===== config.mk =====
export PLATFORM = sky130hd
export DESIGN_NAME = argmax_seq_ctrl
export DESIGN_NICKNAME = d
export VERILOG_FILES = /design/src/rtl/argmax_seq_ctrl.sv
export SDC_FILE = /design/constraint.sdc
export NUM_CORES = 1
export LEC_CHECK = 0
export ABC_AREA = 1
export BUFFER_PORTS_ARGS = -buffer_cell sky130_fd_sc_hd__clkbuf_2
export CAP_MARGIN = 20
export CELL_PAD_IN_SITES_DETAIL_PLACEMENT = 0
export CELL_PAD_IN_SITES_GLOBAL_PLACEMENT = 2
export CORE_UTILIZATION = 27
export DETAILED_ROUTE_END_ITERATION = 12
export HOLD_SLACK_MARGIN = 0.12
export PLACE_DENSITY = 0.8
export SLEW_MARGIN = 20
export SYNTH_ARGS = -nofsm -noshare
export SYNTH_HDL_FRONTEND = slang
export SYNTH_SLANG_ARGS = --single-unit

===== constraint.sdc =====
create_clock -name clk -period 1.5 [get_ports clk]
set_input_delay 0.3 -clock clk [delete_from_list [all_inputs] [get_ports clk]]
set_output_delay 0.3 -clock clk [all_outputs]
set_load 0.01 [all_outputs]

===== src/rtl/argmax_seq_ctrl.sv =====
// Per-node class selection: walks every aggregated result row, picks the index
// of the largest unsigned score and writes it to the max-address memory.
module argmax_seq_ctrl #(
    parameter int unsigned NUM_NODES         = 6,
    parameter int unsigned WEIGHT_COLS       = 3,
    parameter int unsigned DOT_PROD_WIDTH    = 16,
    parameter int unsigned MAX_ADDRESS_WIDTH = 2,
    parameter int unsigned ROW_BW            = (NUM_NODES > 1) ? $clog2(NUM_NODES) : 1
) (
    input  logic                                  clk,
    input  logic                                  rst_n,
    input  logic                                  start,
    output logic                                  busy,
    output logic                                  done,
    output logic                                  rd_req,
    output logic [ROW_BW-1:0]                     rd_addr,
    input  logic                                  rd_gnt,
    input  logic [DOT_PROD_WIDTH*WEIGHT_COLS-1:0] rd_data,
    output logic                                  max_wr_en,
    output logic [ROW_BW-1:0]                     max_wr_addr,
    output logic [MAX_ADDRESS_WIDTH-1:0]          max_wr_data
);

    localparam logic [ROW_BW-1:0] LAST_ROW = ROW_BW'(NUM_NODES - 1);

    typedef enum logic [2:0] {
        IDLE  = 3'd0,
        REQ   = 3'd1,
        CAPT  = 3'd2,
        WRITE = 3'd3,
        DONE  = 3'd4
    } state_t;

    state_t                         state;
    state_t                         state_next;
    logic [ROW_BW-1:0]              row;
    logic [ROW_BW-1:0]              row_next;
    logic [DOT_PROD_WIDTH-1:0]      best_c;
    logic [MAX_ADDRESS_WIDTH-1:0]   argmax_c;

    // Argmax over the captured row; strict '>' keeps the lowest index on ties
    always_comb begin
        best_c   = rd_data[DOT_PROD_WIDTH-1:0];
        argmax_c = '0;
        for (int unsigned c = 1; c < WEIGHT_COLS; c++) begin
            if (rd_data[c*DOT_PROD_WIDTH +: DOT_PROD_WIDTH] > best_c) begin
                best_c   = rd_data[c*DOT_PROD_WIDTH +: DOT_PROD_WIDTH];
                argmax_c = MAX_ADDRESS_WIDTH'(c);
            end
        end
    end

    // State and row-counter register
    always_ff @(posedge clk or negedge rst_n) begin
        if (!rst_n) begin
            state <= IDLE;
            row   <= '0;
        end else begin
            state <= state_next;
            row   <= row_next;
        end
    end

    // Next-state and row sequencing
    always_comb begin
        state_next = state;
        row_next   = row;
        case (state)
            IDLE: begin
                if (start) begin
                    row_next   = '0;
                    state_next = REQ;
                end
            end
            REQ: begin
                if (rd_gnt) begin
                    state_next = CAPT;
                end
            end
            CAPT: begin
                state_next = WRITE;
            end
            WRITE: begin
                if (row == LAST_ROW) begin
                    state_next = DONE;
                end else begin
                    row_next   = row + ROW_BW'(1);
                    state_next = REQ;
                end
            end
            DONE: begin
                state_next = IDLE;
            end
            default: begin
                state_next = IDLE;
            end
        endcase
    end

    // Registered outputs, decoded from the upcoming state so they align with it
    always_ff @(posedge clk or negedge rst_n) begin
        if (!rst_n) begin
            busy        <= 1'b0;
            done        <= 1'b0;
            rd_req      <= 1'b0;
            rd_addr     <= '0;
            max_wr_en   <= 1'b0;
            max_wr_addr <= '0;
            max_wr_data <= '0;
        end else begin
            busy      <= (state_next != IDLE);
            done      <= (state_next == DONE);
            rd_req    <= (state_next == REQ);
            max_wr_en <= (state_next == WRITE);
            if (state_next == REQ) begin
                rd_addr <= row_next;
            end
            if (state_next == WRITE) begin
                max_wr_addr <= row_next;
            end
            if (state == CAPT) begin
                max_wr_data <= argmax_c;
            end
        end
    end

endmodule


==> summary.txt <==
Run status
  – Status: complete, but fails checks
  – Failing checks: DRC, setup timing

Timing
  – Hold Vio Cnt, Final: 0
  – Slew HR: 69.48%
  – Final slew viol count: 0
  – Clock skew: 0.001875 ns
  – Fmax: 441.8 MHz
  – WHS: 0.3315 ns
  – Worst-Margin Slew: 0.4577 ns
  – RSZ-0062 raised after global routing: true
  – Fin crit period: 2.264 ns
  – Setup TNS Final: -1.520 ns
  – Period Utilization, post-route: 150.9%
  – Final worst setup slack: -0.7636 ns
  – Setup Viol. Count Final: 2

Logic synthesis
  – Post-Synthesis Cells: 243
  – Syn nets: 329
  – Synth Area in Adders: 23.46%
  – Register area share after synthesis: 24.84%
  – Largest family of logic cells by synthesized area: simple AND/OR/NAND/NOR gates
  – #FFs+latches synth: 18
  – Mapped cell area: 1813 µm²
  – Synth top area cells: dfrtp_1 25%, ha_1 23%, nand2_1 16%
  – XOR/XNOR Fraction of Synth Area: 0.4831%
  – Synth unique cells: 26
  – Post-synth top area cell: dfrtp_1
  – Ys Warns: 0
  – Simple-gate share of the synthesized area: 25.74%
  – Synth Area in Compound Gates: 14.98%
  – Synth top area share: 24.84%
  – Syn Area/Cell: 7.461 µm²
  – Post-synthesis mux area share: 0%

Power
  – P per Cell Area: 931.8 nW/µm²
  – VDD IR max: 0.5005 mV
  – Switching portion of total power: 42.51%
  – Internal: 1.642 mW
  – Leakage power: 1.620 nW
  – Net Switching: 1.214 mW
  – Logic pwr share: 59.0%
  – Reg power frac: 27.0%
  – Power, Total: 2.857 mW
  – Clock power share: 13.9%

Floorplanning
  – Boundary Pins: 64
  – Die area: 7047 µm²
  – Starting density of the core: 28.23%
  – Core area: 6422 µm²
  – Die Y: 83.95 µm
  – Die width: 83.95 µm
  – Row cnt: 29

Setup path
  – FF-to-FF Start: state[2]$_DFF_PN0_
  – Critical path peak fanout: 16
  – Worst setup SP type: primary input
  – Buffers & Inverters on Critical Path: 4
  – Worst r2r dst: rd_addr[0]$_DFFE_PN0P_
  – Critical Path End Type: flip-flop
  – CP dominant cell by count: nand2_1
  – Slowest CP cell: ha_1
  – Crit path kind: primary input to flip-flop
  – Crit path DAT: 2.44 ns
  – CP max stage delay: 0.30 ns
  – Worst r2r path cells: 9
  – CP Cell Sequence: clkbuf_2 > inv_2 > ha_2 > nand2_1 > nor2_4 > nand2_2 > inv_2 > nand2_2 > nand2_2 > nand2_4 > buf_12 > nand2_1 > o21ai_2 > ha_1 > nand2_2 > nor3_2 > nand2_1 > nand2_1 > nand2_1 > o21ai_1
  – Crit-path leading delay family: simple AND/OR/NAND/NOR gates
  – Worst EP required: 1.67 ns
  – Reg-to-reg slack, setup: 0.11 ns

Flow run
  – Maxcap violations: 0

Hold path
  – Hold Path Stages: 3
  – HP Class: primary input to flip-flop
  – Hold path endpoint: state[1]$_DFF_PN0_
  – Hold Startpoint: rd_gnt

Global route
  – Initial antenna violation count: 0
  – First-pass GRT wire length: 7955 µm
  – Vias in the first global route: 1846
  – Total Routing Usage GR: 13.65%
  – Largest net degree at the start of global routing: 19
  – Total gr overflow: 0

Clock network
  – CTS Buf Count: 3
  – Clock sinks: 18
  – Clock transition at path regs: 0.07 ns
  – H-Tree Level Count: 1
  – Skew-Pair Late Insertion Delay: 0.25 ns
  – Root buffer cell: clkbuf_8
  – CTS tree: built
  – Clk buf depth: 2

Cells and area
  – Final nets: 437
  – Area grow syn2layout: 69.08%
  – Share of layout cells above drive strength 1: 60.00%
  – ANT cells: 0

Drt
  – 1st-pass router iterations: 8
  – Wirelength per Cell: 10.55 µm
  – Antenna Nets Post-Route: 0
  – DRC viols: 11
  – DR vias: 1846
  – Routed vias/inst: 4.323
  – Iteration-0 DRC Markers: 39
  – WL final: 4505 µm

Placement
  – Post-DP HPWL: 3725 µm
  – I/O Buffers: 63
  – Pre-CTS setup slack: -1.251 ns
  – Gpl congestion: 0.7158
==> stage by stage <==
step                      cells  cell area [µm²]  util [%]
after CTS                   417             2703     42.08
after detailed placement    412             2567     39.98
after global placement      412             2567     39.98
after floorplan             243             1924         -
after global routing        427             3065     47.73
final                       427             3065     47.73
==> placed cells by master (no fill, tap or decap), types with 2 or more instances in the layout <==
master | netlist | layout
nand2_1 | 79 | 58
clkbuf_2 | 0 | 49
buf_4 | 0 | 39
nand2_2 | 2 | 18
ha_1 | 34 | 18
dfrtp_1 | 18 | 18
inv_2 | 2 | 17
inv_1 | 35 | 16
o21ai_2 | 13 | 16
ha_4 | 0 | 15
buf_6 | 3 | 13
a21oi_2 | 0 | 9
nand2_4 | 2 | 7
o21ai_1 | 5 | 6
nor2_1 | 11 | 6
a21oi_1 | 14 | 5
nand3_1 | 5 | 4
clkbuf_8 | 0 | 4
inv_4 | 0 | 3
nor2_4 | 0 | 3
nor2_2 | 1 | 3
nor3_2 | 1 | 2
a21o_1 | 2 | 2
nand4_1 | 2 | 2
buf_12 | 0 | 2
==> layer usage <==
metal | global-route usage (%) | routed length (µm) | vias to the layer above
met5 | 0 | 0 | -
met4 | 2.508 | 44 | 0
met3 | 2.077 | 185 | 4
met2 | 23.62 | 2122 | 41
met1 | 18.05 | 2153 | 800
li1 | - | - | 1001
==> worst max-delay path by stage <==
| stage | from | to | depth (start not counted) |
|---|---|---|---|
| after floorplan | rd_data[5] | max_wr_data[0]$_DFFE_PN0N_ | 20 |
| after global placement | rd_data[6] | max_wr_data[0]$_DFFE_PN0N_ | 22 |
| after detailed placement | rd_data[15] | max_wr_data[0]$_DFFE_PN0N_ | 23 |
| after CTS | rd_data[3] | max_wr_data[0]$_DFFE_PN0N_ | 27 |
| after global routing | rd_data[16] | max_wr_data[0]$_DFFE_PN0N_ | 28 |
| final | rd_data[8] | max_wr_data[1]$_DFFE_PN0N_ | 20 |
==> timing repair <==
action	CTS	global route
endpoints found under the hold margin	18	0
resized for setup	20	74
pin swaps	2	40
endpoints found under the setup margin	2	6
hold buffers	1	0
buffers inserted	0	10
==> tightest hold or removal path, cell delays in order <==
cell,delay (ns)
clkbuf_2,0.12
a21oi_4,0.07
inv_1,0.06
==> power groups by stage <==
stage	Sequential (mW)	Clock, mW	Combinational [mW]
floorplan	0.828	0	0.924
global placement	0.777	0	1.47
detailed placement	0.786	0	1.48
CTS	0.777	0.418	1.52
global route	0.797	0.432	1.92
finish	0.772	0.398	1.69
==> state kept, by name, indices dropped and copies added (netlist names), 2 cells and up <==
name,flops
max_wr_addr,3
max_wr_data,2
rd_addr,3
row,3
state,3
==> cells by family after synthesis <==
kind of cell,Yosys count
simple gates,107
flops,18
buf+inv,42
xor+xnor,1
compound gates,41
fa+ha+maj,34
==> Yosys cell counts <==
| cell | n |
|---|---|
| a21oi_1 | 14 |
| nand4_1 | 2 |
| o21ai_1 | 5 |
| o21ai_0 | 5 |
| clkinv_4 | 2 |
| nor3_4 | 1 |
| a21oi_4 | 1 |
| o21ai_2 | 13 |
| ha_1 | 34 |
| xor2_1 | 1 |
| nand2_4 | 2 |
| inv_2 | 2 |
| dfrtp_1 | 18 |
| or2_1 | 1 |
| nand4_2 | 1 |
| a21o_1 | 2 |
| nand2_2 | 2 |
| nor3_1 | 1 |
| inv_1 | 35 |
| nand3_1 | 5 |
| a31oi_1 | 1 |
| nor2_2 | 1 |
| nor3_2 | 1 |
| nor2_1 | 11 |
| nand2_1 | 79 |
| buf_6 | 3 |
==> area by class of cell <==
type | instances | area (µm²)
clock buffers | 4 | 55.05
fillers | 620 | 3357
inverters | 39 | 178.9
multi-input cells | 183 | 1530
flip-flops and latches | 18 | 450.4
well taps | 77 | 96.34
repair buffers | 106 | 754.5
Note: power is estimated with default switching activity, not from simulation.
